File: src/rtl/ball_motion_ctrl.sv
// Ball position/velocity engine: one bounce-checked step per frame edge, with a
// configuration port that may reload velocity and position between updates.
module ball_motion_ctrl #(
    parameter int H_LIMIT   = 320,
    parameter int V_LIMIT   = 240,
    parameter int BALL_SIZE = 4,
    parameter int INIT_H    = 128,
    parameter int INIT_V    = 128,
    parameter int INIT_HVEL = -2,
    parameter int INIT_VVEL = 2
) (
    input  logic        clk_i,
    input  logic        rst_ni,
    input  logic        vsync_i,
    input  logic        run_i,
    input  logic        cfg_valid_i,
    output logic        cfg_ready_o,
    input  logic [8:0]  cfg_hvel_i,
    input  logic [8:0]  cfg_vvel_i,
    input  logic        cfg_load_pos_i,
    input  logic [8:0]  cfg_hpos_i,
    input  logic [8:0]  cfg_vpos_i,
    output logic [8:0]  ball_hpos_o,
    output logic [8:0]  ball_vpos_o,
    output logic        hit_h_o,
    output logic        hit_v_o,
    output logic        done_o,
    output logic [15:0] frame_cnt_o
);

    localparam logic [8:0] HMax = 9'(H_LIMIT - BALL_SIZE);
    localparam logic [8:0] VMax = 9'(V_LIMIT - BALL_SIZE);

    typedef enum logic [0:0] {StIdle, StUpdate} state_e;

    typedef struct packed {
        logic [8:0] pos;
        logic [8:0] vel;
        logic       hit;
    } axis_t;

    // One axis step in 11-bit signed arithmetic; landing exactly on a wall is not a bounce.
    function automatic axis_t axis_step(input logic [8:0] pos, input logic [8:0] vel,
                                        input logic [8:0] max);
        logic signed [10:0] nxt;
        logic signed [10:0] lim;
        axis_t r;
        nxt = $signed({2'b00, pos}) + $signed({{2{vel[8]}}, vel});
        lim = $signed({2'b00, max});
        if (nxt < 11'sd0) begin
            r.pos = 9'd0;
            r.vel = ~vel + 9'd1;
            r.hit = 1'b1;
        end else if (nxt > lim) begin
            r.pos = max;
            r.vel = ~vel + 9'd1;
            r.hit = 1'b1;
        end else begin
            r.pos = nxt[8:0];
            r.vel = vel;
            r.hit = 1'b0;
        end
        return r;
    endfunction

    function automatic logic [8:0] clamp(input logic [8:0] p, input logic [8:0] max);
        return (p > max) ? max : p;
    endfunction

    state_e      state_q, state_d;
    logic        vs_q;
    logic        pend_q, pend_d;
    logic [8:0]  hpos_q, hpos_d, vpos_q, vpos_d;
    logic [8:0]  hvel_q, hvel_d, vvel_q, vvel_d;
    logic        hit_h_q, hit_h_d, hit_v_q, hit_v_d;
    logic        done_q, done_d;
    logic [15:0] cnt_q, cnt_d;

    logic  frame_edge;
    logic  xfer;
    axis_t h_step, v_step;

    assign frame_edge = vsync_i & ~vs_q;
    assign xfer       = cfg_valid_i & (state_q == StIdle);
    assign h_step     = axis_step(hpos_q, hvel_q, HMax);
    assign v_step     = axis_step(vpos_q, vvel_q, VMax);

    always_comb begin
        state_d = state_q;
        pend_d  = pend_q;
        hpos_d  = hpos_q;
        vpos_d  = vpos_q;
        hvel_d  = hvel_q;
        vvel_d  = vvel_q;
        hit_h_d = 1'b0;
        hit_v_d = 1'b0;
        done_d  = 1'b0;
        cnt_d   = cnt_q;

        unique case (state_q)
            StIdle: begin
                if (xfer) begin
                    hvel_d = cfg_hvel_i;
                    vvel_d = cfg_vvel_i;
                    if (cfg_load_pos_i) begin
                        hpos_d = clamp(cfg_hpos_i, HMax);
                        vpos_d = clamp(cfg_vpos_i, VMax);
                    end
                    // Config wins the cycle; a coincident frame edge is deferred.
                    if (frame_edge && run_i) pend_d = 1'b1;
                end else if ((frame_edge || pend_q) && run_i) begin
                    state_d = StUpdate;
                    pend_d  = 1'b0;
                end
            end
            StUpdate: begin
                state_d = StIdle;
                if (frame_edge && run_i) pend_d = 1'b1;
                hpos_d  = h_step.pos;
                hvel_d  = h_step.vel;
                hit_h_d = h_step.hit;
                vpos_d  = v_step.pos;
                vvel_d  = v_step.vel;
                hit_v_d = v_step.hit;
                done_d  = 1'b1;
                cnt_d   = cnt_q + 16'd1;
            end
            default: state_d = StIdle;
        endcase
    end

    always_ff @(posedge clk_i or negedge rst_ni) begin
        if (!rst_ni) begin
            state_q <= StIdle;
            vs_q    <= 1'b0;
            pend_q  <= 1'b0;
            hpos_q  <= 9'(INIT_H);
            vpos_q  <= 9'(INIT_V);
            hvel_q  <= 9'(INIT_HVEL);
            vvel_q  <= 9'(INIT_VVEL);
            hit_h_q <= 1'b0;
            hit_v_q <= 1'b0;
            done_q  <= 1'b0;
            cnt_q   <= 16'd0;
        end else begin
            state_q <= state_d;
            vs_q    <= vsync_i;
            pend_q  <= pend_d;
            hpos_q  <= hpos_d;
            vpos_q  <= vpos_d;
            hvel_q  <= hvel_d;
            vvel_q  <= vvel_d;
            hit_h_q <= hit_h_d;
            hit_v_q <= hit_v_d;
            done_q  <= done_d;
            cnt_q   <= cnt_d;
        end
    end

    assign cfg_ready_o = (state_q == StIdle);
    assign ball_hpos_o = hpos_q;
    assign ball_vpos_o = vpos_q;
    assign hit_h_o     = hit_h_q;
    assign hit_v_o     = hit_v_q;
    assign done_o      = done_q;
    assign frame_cnt_o = cnt_q;

endmodule

File: config.mk
export PLATFORM = sky130hd
export DESIGN_NAME = ball_motion_ctrl
export DESIGN_NICKNAME = d
export VERILOG_FILES = /design/src/rtl/ball_motion_ctrl.sv
export SDC_FILE = /design/constraint.sdc
export NUM_CORES = 1
export LEC_CHECK = 0
export CAP_MARGIN = 40
export CORE_UTILIZATION = 48
export CTS_CLUSTER_SIZE = 40
export DETAILED_ROUTE_END_ITERATION = 8
export PLACE_DENSITY = 0.77
export SLEW_MARGIN = 10
export SYNTH_ARGS = -nofsm -noshare
export SYNTH_HDL_FRONTEND = slang
export SYNTH_SLANG_ARGS = --single-unit
File: constraint.sdc
create_clock -name clk_i -period 2.45 [get_ports clk_i]
set_input_delay 0.49 -clock clk_i [delete_from_list [all_inputs] [get_ports clk_i]]
set_output_delay 0.49 -clock clk_i [all_outputs]
set_load 0.02 [all_outputs]
==> summary.txt <==
Layout
  • Final Instance Count excl. Fillers: 751
  • Final core utilization: 77.3%
  • Most common cell after layout, fill and taps aside: buf_4
  • Final #Nets: 708
  • Most frequent cells in the layout: buf_4, clkdlybuf4s50_1, dfrtp_1, nor2_1, a21oi_1
  • # diodes: 0
  • Area Growth Syn to Fin: 53.1%
  • Layout cells sized above 1: 33.3%

Global route
  • First-pass GRT wire length: 21,800 um
  • Initial antenna violation count: 0
  • Met3 Use GR: 6.95%
  • Largest net degree at the start of global routing: 44
  • GRT overflow: 0
  • Most used routing layer: met2
  • Grt met1 use: 35.7%
  • Total track usage: 31.5%
  • Met2 usage: 55.4%
  • Vias in the first global route: 4,544

Die
  • Die footprint: 9190 um2
  • Die Wd: 95.9 um
  • # rows: 33
  • Initial Utilization: 50.5%
  • IO Pins: 80
  • Core area: 8380 um2
  • Chip Height: 95.9 um

Outcome
  • Violated checks: setup timing
  • Status: complete, but fails checks

Critical path
  • Worst Path Arrival: 3.03 ns
  • CP peak stage delay: 0.41 ns
  • Worst setup path class: reg -> reg
  • Cells along the critical path: ha_4 > fa_2 > a211oi_4 > o21ba_4 > nor4_4 > a311oi_2 > o211ai_2 > buf_4 > a21oi_1 > o31a_1
  • Critical path origin: hvel_q[0]$_DFFE_PN0P_
  • Slowest stage cell, crit path: dfrtp_1
  • CP Data Required Time: 2.73 ns
  • Startpoint types: register
  • Critical Path End Type: register
  • CP delay by family, top: compound AO/OA/AOI/OAI gates
  • Reg-to-Reg Start: hvel_q[0]$_DFFE_PN0P_
  • CP bufs+invs: 1
  • CP Max Fanout: 4

Logic synthesis
  • Yosys reg bits: 58
  • Ys async rst share: 100%
  • Primary FF master, synth: dfrtp_1
  • Ys Warns: 0
  • Syn Nets: 533
  • Sequential-to-total area share from yosys stat: 34.6%
  • Post-synth EDFFs: 0
  • Post-synthesis cell count: 466
  • Post-synthesis instance area: 4230 um2
  • Mean Syn Cell Area: 9.08 um2
  • Distinct cell type count after synthesis: 76

Pwr
  • Overall Power: 0.00643 W
  • Max VDD drop: 0.680 mV
  • Static Leak: 2.77 nW
  • Cell Pwr Density: 992 nW/um2

Clocking
  • Hold Buf Count CTS: 0
  • Worst skew pair latency: 0.34 ns
  • CTS tree: yes
  • Clock Sinks: 58
  • CTS H-Tree Depth: 3
  • Cts bufs inserted: 9
  • Clock Pin Slew Worst Setup and Hold Paths: 0.07 ns
  • Max Buffers Root-to-Sink: 2
  • Clk root buf: clkbuf_8

STA
  • Period utilization: 112%
  • RSZ-0062 raised after global routing: true
  • Tmin final: 2.75 ns
  • Final worst slack: -0.298 ns
  • Tightest Pin Transition: 0.495 ns
  • Final hold viol count: 0
  • Fin. max-slew vios: 0
  • # setup viols final: 35
  • Rel. slew slack: 66.7%
  • Max Clk Rate: 364 MHz
  • Skew final: 0.0125 ns
  • Final setup TNS: -5.16 ns

Placement
  • Hpwl dp: 9440 um
  • I/O Buffers: 79
  • Placed cell count: 716
  • GP Congestion: 0.879

Route
  • Routed WL per cell: 19.2 um
  • Routed WL: 14,400 um
  • Post-route ant nets: 0
  • Via density: 5.98
  • Drt drc: 0
  • Initial DRT Pass Iterations: 5
  • Number of DRC markers in iteration 0: 200
  • Via count: 4,489

Job
  • Max cap viols: 0

Min path
  • Worst hold path class: in -> async
==> registers in the layout (all words and copies together), names as in the netlist <==
signal,cells
hvel_q,9
frame_cnt_o,16
vs_q,1
hit_v_o,1
done_o,1
pend_q,1
vvel_q,9
state_q,1
hit_h_o,1
ball_vpos_o,9
ball_hpos_o,9
==> worst reg2reg max path, stage by stage, from the launching register on <==
cell	delay, ns
dfrtp_1	0.41
ha_4	0.18
fa_2	0.38
a211oi_4	0.32
o21ba_4	0.22
nor4_4	0.06
a311oi_2	0.41
o211ai_2	0.18
buf_4	0.19
a21oi_1	0.20
o31a_1	0.16
==> cells in the mapped netlist (6+ instances only) <==
| cell type | count | share of area, % |
|---|---|---|
| xnor2_1 | 15 | 3.1 |
| nand3_1 | 18 | 2.1 |
| o21ai_1 | 6 | 0.71 |
| o211ai_1 | 7 | 1.2 |
| nor3_1 | 13 | 1.5 |
| dfstp_2 | 11 | 6.8 |
| nand2_1 | 32 | 2.8 |
| nand4_1 | 8 | 1.2 |
| mux2_2 | 7 | 1.9 |
| nor2b_1 | 7 | 1.0 |
| ha_1 | 23 | 6.8 |
| nor2_1 | 37 | 3.3 |
| inv_1 | 22 | 2.0 |
| xor2_1 | 8 | 1.7 |
| a21o_1 | 8 | 1.4 |
| o22ai_1 | 7 | 1.0 |
| a211oi_1 | 6 | 1.1 |
| dfrtp_1 | 47 | 28 |
| mux2i_1 | 12 | 2.8 |
| o21ai_0 | 20 | 2.4 |
| a21oi_1 | 39 | 4.6 |
==> layer usage <==
layer,up-vias,routed length [um]
li1,2079,-
met1,2185,5560
met2,168,7430
met3,57,745
met4,0,704
met5,-,0
==> through the flow <==
| stage | instance area, um2 | hold slack (ns) | setup WS [ns] |
|---|---|---|---|
| floorplan | 4320 | 0.194 | -0.120 |
| global placement | 5730 | 0.453 | -0.175 |
| detailed placement | 5730 | 0.465 | -0.233 |
| CTS | 6240 | 0.0925 | -0.158 |
| global route | 6480 | 0.107 | -0.354 |
| finish | 6480 | 0.0893 | -0.298 |
==> final timing paths <==
path,endpoint,slack [ns],cells after the start
worst max-delay path,hvel_q[8]$_DFFE_PN1P_,-0.30,10
worst min-delay path,vs_q$_DFF_PN0_,0.09,1
worst max register to register,hvel_q[8]$_DFFE_PN1P_,-0.30,10
worst min register to register,frame_cnt_o[15]$_DFFE_PN0P_,0.48,1
max in group asynchronous,hvel_q[5]$_DFFE_PN1P_,1.64,2
min in group clk_i,frame_cnt_o[15]$_DFFE_PN0P_,0.48,1
==> what timing repair did <==
action | CTS | global route
buffers inserted | 16 | 4
pin swaps | 50 | 12
resized for setup | 52 | 31
setup endpoints to repair | 35 | 35
==> power breakdown <==
group,internal [W],total (W),switching [W]
Clock,0.000391,0.000802,0.000411
Combinational,0.00209,0.00428,0.00219
Sequential,0.00115,0.00134,0.000191
Total,0.00364,0.00643,0.00279
==> logic make-up after synthesis <==
family,count (synthesis),share of synthesized area [%]
XOR/XNOR,24,5.15
AND/OR/NAND/NOR,153,18.4
multiplexers,19,4.70
adder cells (fa/ha/maj),25,7.75
buffers and inverters,36,4.17
flip-flops,58,34.6
AO/OA/AOI/OAI,151,25.2
==> cell type report <==
class	count	area [um2]
Clock buffer	11	141
Timing Repair Buffer	178	1560
Tap cell	105	131
Sequential cell	58	1470
Multi-Input combinational cell	372	3070
Inverter	22	82.6
Fill cell	544	1910
Clock inverter	5	31.3
Power figures use the tool's default switching activity.
